===== src/rtl/pipeline_pkg.sv =====
// Shared definitions for the MEM pipeline stage: FSM encoding, M-field bit positions
// and the value loaded into DM_out when a read times out.
package pipeline_pkg;

   typedef enum logic [1:0] {
      IDLE   = 2'd0,
      ACCESS = 2'd1,
      DONE   = 2'd2
   } state_t;

   localparam int MEMREAD  = 1;
   localparam int MEMWRITE = 0;

   localparam logic [31:0] TIMEOUT_DATA = 32'h0;

endpackage


===== src/rtl/mem_wait_timer.sv =====
// Counts ACCESS cycles spent waiting for mem_ready.
// expired is high during the MAX_WAIT-th waiting cycle.
module mem_wait_timer #(
   parameter int MAX_WAIT = 15
) (
   input  logic clk,
   input  logic rst,
   input  logic clear,
   input  logic enable,
   output logic expired
);

   localparam int CW = (MAX_WAIT > 1) ? $clog2(MAX_WAIT) : 1;

   logic [CW-1:0] count;

   assign expired = (count == CW'(MAX_WAIT - 1));

   always_ff @(posedge clk or posedge rst) begin
      if (rst) begin
         count <= '0;
      end else if (clear) begin
         count <= '0;
      end else if (enable && !expired) begin
         count <= count + 1'b1;
      end
   end

endmodule


===== src/rtl/mem_access_stage.sv =====
// MEM stage: turns EX/MEM load/store controls into a handshaked memory access,
// freezing the upstream pipeline until the access completes, errors or times out.
module mem_access_stage
   import pipeline_pkg::*;
#(
   parameter int MAX_WAIT = 15
) (
   input  logic        clk,
   input  logic        rst,
   input  logic [1:0]  M,
   input  logic [31:0] address,
   input  logic [31:0] writeData,
   output logic [31:0] DM_out,
   output logic        stall,
   output logic        bus_err,
   output logic        mem_req,
   output logic        mem_we,
   output logic [31:0] mem_addr,
   output logic [31:0] mem_wdata,
   input  logic        mem_ready,
   input  logic [31:0] mem_rdata
);

   state_t state;
   logic   rd_op;
   logic   expired;
   logic   misaligned;

   assign misaligned = (address[1:0] != 2'b00);

   // Stall must rise in the same cycle a request appears, so it cannot be registered.
   assign stall = (state == ACCESS) || ((state == IDLE) && (M != 2'b00));

   // Held clear outside ACCESS, so every access starts counting from zero.
   mem_wait_timer #(
      .MAX_WAIT(MAX_WAIT)
   ) u_timer (
      .clk     (clk),
      .rst     (rst),
      .clear   (state != ACCESS),
      .enable  ((state == ACCESS) && !mem_ready),
      .expired (expired)
   );

   always_ff @(posedge clk or posedge rst) begin
      if (rst) begin
         state     <= IDLE;
         DM_out    <= '0;
         bus_err   <= 1'b0;
         mem_req   <= 1'b0;
         mem_we    <= 1'b0;
         mem_addr  <= '0;
         mem_wdata <= '0;
         rd_op     <= 1'b0;
      end else begin
         bus_err <= 1'b0;
         case (state)
            IDLE: begin
               if (M != 2'b00) begin
                  if (misaligned) begin
                     bus_err <= 1'b1;
                     state   <= DONE;
                  end else begin
                     mem_addr  <= {address[31:2], 2'b00};
                     mem_wdata <= writeData;
                     mem_we    <= M[MEMWRITE];
                     rd_op     <= M[MEMREAD] & ~M[MEMWRITE];
                     mem_req   <= 1'b1;
                     state     <= ACCESS;
                  end
               end
            end
            ACCESS: begin
               if (mem_ready) begin
                  if (rd_op) DM_out <= mem_rdata;
                  mem_req <= 1'b0;
                  state   <= DONE;
               end else if (expired) begin
                  if (rd_op) DM_out <= TIMEOUT_DATA;
                  bus_err <= 1'b1;
                  mem_req <= 1'b0;
                  state   <= DONE;
               end
            end
            DONE: begin
               state <= IDLE;
            end
            default: begin
               mem_req <= 1'b0;
               state   <= IDLE;
            end
         endcase
      end
   end

endmodule


===== config.mk =====
export PLATFORM = sky130hd
export DESIGN_NAME = mem_access_stage
export DESIGN_NICKNAME = d
export VERILOG_FILES = /design/src/rtl/pipeline_pkg.sv /design/src/rtl/mem_wait_timer.sv /design/src/rtl/mem_access_stage.sv
export SDC_FILE = /design/constraint.sdc
export NUM_CORES = 1
export LEC_CHECK = 0
export ABC_AREA = 1
export CAP_MARGIN = 30
export CORE_MARGIN = 4
export CORE_UTILIZATION = 60
export CTS_BUF_LIST = sky130_fd_sc_hd__clkbuf_4
export CTS_CLUSTER_DIAMETER = 80
export DETAILED_ROUTE_END_ITERATION = 10
export DONT_BUFFER_PORTS = 1
export PLACE_DENSITY = 0.74
export SLEW_MARGIN = 20
export SYNTH_ARGS = -nofsm -noshare
export SYNTH_HDL_FRONTEND = slang
export SYNTH_SLANG_ARGS = --single-unit

===== constraint.sdc =====
create_clock -name clk -period 3.9 [get_ports clk]
set_clock_uncertainty 0.1 [all_clocks]
set_input_delay 0.78 -clock clk [delete_from_list [all_inputs] [get_ports clk]]
set_output_delay 0.78 -clock clk [all_outputs]
set_load 0.01 [all_outputs]

==> metrics.yaml, run 1 <==
grt:
  grt_usage: 0.2177
  grt_pass1_wl_um: 14680
  grt_antenna_before_repair: 0
  grt_pass1_vias: 2911
  grt_max_degree: 68
  grt-ovfl-total: 0
synth:
  netlist_area_um2: 4274
  synth_mux_area_frac: 0
  synth_top_family_by_area: "simple AND/OR/NAND/NOR gates"
  ys_ff_latch: 104
  synth_top_flop_cell: "dfrtp_1"
  synthTopCellsByArea: "dfrtp_1 61%, nand2_1 24%, o21ai_2 6.6%, buf_6 1.6%, buf_4 1.4%"
  syn_area_per_cell_um2: 9.231
  synthCells: 463
  ys_seq_area_frac: 0.6089
  synthSimpleGateAreaFrac: 0.2556
  yosysUniqueCellTypes: 20
  yosysTopAreaCellShare: 0.6089
  synthXorXnorAreaFrac: 0.004098
  synth_compound_area_frac: 0.07494
  synth-edff-count: 0
  yosysMostFrequentCell: "nand2_1"
  synth_fa_ha_area_frac: 0.005855
  ys_warn_count: 0
  yosys.area.top_type: "dfrtp_1"
  async_reset_ff_frac: 1.000
  synth_commonest_cells: "268 x nand2_1, 104 x dfrtp_1, 32 x o21ai_2"
pwr:
  leakagePower_nw: 2.324
  report.power.total_mw: 3.546
  clockPowerShare: 0.188
  max-vdd-ir-drop_uv: 373.7
  p_sw_mw: 1.359
  power_density_nw_per_um2: 797.6
  p_int_mw: 2.187
  power_switching_share: 0.3832
  combPwrFrac: 0.186
  power_frac_seq: 0.626
clocking:
  path_clk_slew_ns: 0.16
  insertion_delay_ns: 0.41
  postCtsHoldBufs: 0
  cts_tree: "done"
  h-tree-depth: 3
  cts_sinks: 104
  clockBufferDepth: 2
  cts-root-buf: "clkbuf_4"
  ctsResizeCount: 0
  cts_buffers: 9
  post-cts-setup-buffers: 0
sta:
  relSlewSlack: 0.4450
  setup_violations: 0
  drv_slew: 0
  rsz0062_at_grt: "false"
  hold_viol: 0
  period_share: 0.5478
  hold_ws_ns: 0.2281
  setup_tns_ns: 0
  period_needed_ns: 2.136
  fmax_mhz: 468.1
  tightestPinTransition_ns: 0.8324
critical_path:
  required_ns: 4.11
  critPathTopFamily: "simple AND/OR/NAND/NOR gates"
  path_max_fanout: 64
  cp_num_buf_inv: 1
  crit_top_cell: "nand2_1"
  path_class: "flip-flop to flip-flop"
  path_cells: "inv_1 -> ha_1 -> nand3_1 -> nand2_1 -> nand3_4 -> nand2_1 -> o21ai_2"
  slowest_stage: "nand3_4"
  critPathMaxStageDelay_ns: 0.61
  worstSetupEndpointType: "flip-flop"
  worst_setup_path_start_kind: "flip-flop"
  crit_arrival_ns: 2.34
placed_design:
  placed_area_um2: 4244
  port_buffers: 0
  gp_congestion: 0.7830
  dp.cells: 538
  hpwl_um: 6498
floorplan:
  num_io_pins: 201
  die-height_um: 92.40
  dieArea_um2: 8538
  die_x_um: 92.40
  num_rows: 30
  core_area_um2: 6869
  initial_core_util: 0.6222
finish:
  syn2layout_area_growth_pct: 4.010
  fin_nets: 557
  final_cells: 554
  multiInputGateArea_um2: 1463
  design_area_um2: 4446
  fillerInstances: 596
  diodes: 0
  regArea_um2: 2603
  drive_gt1_frac: 0.1266
routing:
  first_pass_iters: 5
  wire_per_inst_um: 16.47
  ant_nets: 0
  vias: 2889
  dr.first_iter.drc_count: 165
  viasPerCell: 5.215
  drc: 0
  routed_wirelength_um: 9125
job:
  drv_cap: 0
run_status:
  outcome: "finished, final reports clean"
worst_hold_path:
  hold_class: "input pin to async pin"
## logic make-up (layout without fill, tap and decap cells)
| group | after synthesis | count (layout) |
|---|---|---|
| AOI/OAI and AO/OA | 40 | 40 |
| xor gates and xnor gates | 2 | 2 |
| adders and majority gates | 2 | 2 |
| buffers and inverters | 34 | 28 |
| DFF | 104 | 104 |
| other | 1 | 2 |
| and+or+nand+nor | 280 | 280 |
## power groups by stage
| stage | logic (mW) | registers [mW] | clock network (mW) |
|---|---|---|---|
| 5_1_grt | 0.784 | 2.28 | 0.731 |
| 2_1_floorplan | 0.591 | 2.11 | 0 |
| 6_report | 0.660 | 2.22 | 0.665 |
| 3_5_place_dp | 0.675 | 2.25 | 0 |
| 4_1_cts | 0.668 | 2.23 | 0.679 |
| 3_3_place_gp | 0.621 | 2.24 | 0 |
## routing by layer
layer	vias up	share of wire	track usage	wire length, µm
li1	1397	-	-	-
met1	1347	0.39	0.2750	3581
met2	133	0.49	0.3456	4433
met3	12	0.11	0.08286	985
met4	0	0.014	0.07426	126
met5	-	0	0	0
## worst reg2reg max path: stages, from the launching register on
cell and delay [ns]:
dfrtp_1 0.45, inv_1 0.07, ha_1 0.14, nand3_1 0.11, nand2_1 0.15, nand3_4 0.61
nand2_1 0.32, o21ai_2 0.07
## path summary, 6_finish.rpt
check / from / end / slack [ns] / cells past startpoint
worst min-delay path: rst / DM_out[12] / 0.23 / 1
worst max register to register: u_timer.count[0] / DM_out[5] / 1.76 / 7
worst max-delay path: u_timer.count[0] / DM_out[5] / 1.76 / 7
worst min register to register: rd_op / rd_op / 0.47 / 2
min in group clk: M[0] / rd_op / 0.35 / 1
max in group asynchronous: rst / mem_addr[4] / 2.66 / 2
## layout by cell type, fill, tap and decap left out, types with 2 or more instances in the layout
master     synthesis  final
dfrtp_1          104    104
nand2_1          268    268
clkbuf_4           0     10
conb_1             1      2
nor2_4             2      2
ha_1               2      2
o21ai_2           32     32
bufinv_16          0      3
inv_2              2      2
inv_1              7      6
nor2_1             3      3
o21ai_0            7      7
nand3_1            5      5
buf_4              8      3
## final cells by class
cell class	count	share of cell area
sequential	104	0.5854
multi-input combinational	326	0.3290
tap	96	0.02702
clock inverter	5	0.02392
clock buffer	10	0.01689
timing repair buffer	4	0.009569
inverter	9	0.008162
## stage by stage
step	worst slack (ns)	util
after floorplan	0.2878	-
after global placement	1.725	0.6179
after detailed placement	1.613	0.6179
after CTS	1.758	0.6443
after global routing	1.517	0.6472
final	1.764	0.6472
## sequential cells by signal, indices dropped and copies added, names as in the netlist
name and cells:
u_timer.count 4, mem_wdata 32, mem_addr 30, mem_req 1, mem_we 1, state 2
bus_err 1, rd_op 1, DM_out 32
No activity file was read; power rests on OpenSTA's default activity.
==> run 2: changes to the inputs <==
--- a/config.mk
+++ b/config.mk
@@ -8,12 +8,12 @@
 export ABC_AREA = 1
 export CAP_MARGIN = 30
 export CORE_MARGIN = 4
-export CORE_UTILIZATION = 60
+export CORE_UTILIZATION = 59
 export CTS_BUF_LIST = sky130_fd_sc_hd__clkbuf_4
 export CTS_CLUSTER_DIAMETER = 80
 export DETAILED_ROUTE_END_ITERATION = 10
 export DONT_BUFFER_PORTS = 1
-export PLACE_DENSITY = 0.74
+export PLACE_DENSITY = 0.76
 export SLEW_MARGIN = 20
 export SYNTH_ARGS = -nofsm -noshare
 export SYNTH_HDL_FRONTEND = slang
==> constraint.sdc (replaced) <==
create_clock -name clk -period 1.9 [get_ports clk]
set_clock_uncertainty 0.1 [all_clocks]
set_input_delay 0.38 -clock clk [delete_from_list [all_inputs] [get_ports clk]]
set_output_delay 0.38 -clock clk [all_outputs]
set_load 0.01 [all_outputs]
==> run 2 against run 1 <==
Sequential cell count did not move; combinational power rose by 150%; clock power up 76%; first-iteration DRC count fell by 10%; core utilization up 14 points; via count rose by 19%; hold slack lost 0.18 ns; sequential power grew 110%.
==> metrics.yaml, run 2 (synthesized netlist as in run 1, its figures left out) <==
grt:
  grt-ovfl-total: 0  # unchanged
  grt_max_degree: 65  # -4.4%
  grt_usage: 0.2705  # +0.05274
  grt_pass1_vias: 3689  # +27%
  grt_pass1_wl_um: 18270  # +24%
  grt_antenna_before_repair: 0  # unchanged
critical_path:
  slowest_stage: "dfrtp_1"
  required_ns: 2.14  # -1.97 ns
  crit_top_cell: "nand2_1"
  r2r_slack_ns: 0.18  # -1.58 ns
  worstSetupEndpointType: "flip-flop"
  worst_setup_path_start_kind: "flip-flop"
  path_max_fanout: 64  # unchanged
  crit_arrival_ns: 1.96  # -0.38 ns
  path_cells: "inv_1 -> ha_1 -> nand3_1 -> nand2_1 -> nand3_4 -> buf_12 -> nand2_1 -> o21ai_2"
  critPathMaxStageDelay_ns: 0.43  # -0.18 ns
  path_class: "flip-flop to flip-flop"
pwr:
  power_density_nw_per_um2: 1369  # +72%
  max-vdd-ir-drop_uv: 803.8  # +120%
  report.power.total_mw: 7.431  # +110%
  leakagePower_nw: 2.740  # +18%
routing:
  ant_nets: 0  # unchanged
  dr.first_iter.drc_count: 148  # -10%
  routed_wirelength_um: 11660  # +28%
  wire_per_inst_um: 17.83  # +8.2%
  vias: 3444  # +19%
  drc: 0  # unchanged
  first_pass_iters: 6  # +1
  viasPerCell: 5.266  # +0.98%
clocking:
  h-tree-depth: 3  # unchanged
  cts_tree: "done"
  path_clk_slew_ns: 0.15  # about the same
  cts-root-buf: "clkbuf_4"
  cts_sinks: 104  # unchanged
  insertion_delay_ns: 0.42  # about the same
  ctsResizeCount: 0  # unchanged
  clockBufferDepth: 2  # unchanged
  cts_buffers: 9  # unchanged
  postCtsHoldBufs: 96  # +96
  post-cts-setup-buffers: 0  # unchanged
placed_design:
  gp_congestion: 0.7920  # +1.1%
  hpwl_um: 6894  # +6.1%
  port_buffers: 0  # unchanged
floorplan:
  num_io_pins: 201  # unchanged
  die_x_um: 93.12  # +0.77%
  core_area_um2: 6907  # +0.55%
  dieArea_um2: 8670  # +1.6%
  num_rows: 30  # unchanged
  die-height_um: 93.12  # +0.77%
  initial_core_util: 0.6188  # -0.003382
sta:
  hold_viol: 0  # unchanged
  period_needed_ns: 1.718  # -0.4181 ns
  fmax_mhz: 582.0  # +24%
  drv_slew: 0  # unchanged
  relSlewSlack: 0.6041  # +0.1591
  rsz0062_at_grt: "false"
  setup_violations: 0  # unchanged
  tightestPinTransition_ns: 0.5938  # -0.2386 ns
  setup_tns_ns: 0  # unchanged
  period_share: 0.9043  # +0.3565
finish:
  final_common_cell: "nand2_1"
  reg_top3: "DM_out x32, mem_wdata x32, mem_addr x30"
  multiInputGateArea_um2: 1463  # unchanged
  regArea_um2: 2603  # unchanged
  drive_gt1_frac: 0.1093  # -0.01732
  fillerInstances: 414  # -31%
  diodes: 0  # unchanged
  final_cell_mix: "268 x nand2_1, 104 x dfrtp_1, 96 x dlygate4sd3_1"
  syn2layout_area_growth_pct: 26.99
  fin_nets: 658  # +18%
job:
  drv_cap: 0  # unchanged
run_status:
  outcome: "finished, final reports clean"
worst_hold_path:
  hold_class: "input pin to flip-flop"
-- run 2: cell type report --
class | instances | area share
flip-flops and latches | 104 | 0.4795
multi-input cells | 326 | 0.2695
repair buffers | 105 | 0.1959
well taps | 96 | 0.02213
clock inverters | 5 | 0.01360
clock buffers | 9 | 0.01245
inverters | 9 | 0.006916
-- run 2: path summary, 6_finish.rpt --
kind                                        from  depth (start not counted)         to
worst max-delay path            u_timer.count[0]                          8  DM_out[2]
worst min-delay path                   mem_ready                          3    bus_err
worst max register to register  u_timer.count[0]                          8  DM_out[2]
worst min register to register             rd_op                          2      rd_op
max in group asynchronous                    rst                          3    mem_req
min in group asynchronous                    rst                          3  DM_out[8]
-- run 2: layer usage --
metal | track usage | routed length, µm
met1 | 0.3095 | 4265
met2 | 0.4577 | 5897
met3 | 0.09493 | 1208
met4 | 0.1197 | 288
met5 | 0 | 0
-- run 2: metrics by stage --
stage / hold WS (ns) / std cells / utilization / worst slack [ns] / cell area, µm²
3_3_place_gp: 0.2561 / 543 / 0.6255 / 0.3378 / 4320
6_report: 0.04351 / 654 / 0.7859 / 0.1818 / 5428
3_5_place_dp: 0.2644 / 543 / 0.6255 / 0.2643 / 4320
4_1_cts: 0.0002933 / 653 / 0.7851 / 0.1377 / 5423
5_1_grt: 0.03008 / 654 / 0.7859 / 0.01838 / 5428
2_1_floorplan: 0.3883 / 464 / - / 0.1744 / 4282
-- run 2: worst max-delay path: cells and delay by family, from the launching register on --
kind            cells  cell delay (ns)
compound gates      1             0.09
buf+inv             2             0.36
fa+ha+maj           1             0.18
simple gates        4             0.47
flops               1             0.43
-- run 2: power breakdown --
part	internal (mW)	switching, mW	total [mW]
combinational	0.723	0.918	1.64
sequential	3.24	1.38	4.62
clock	0.513	0.659	1.17
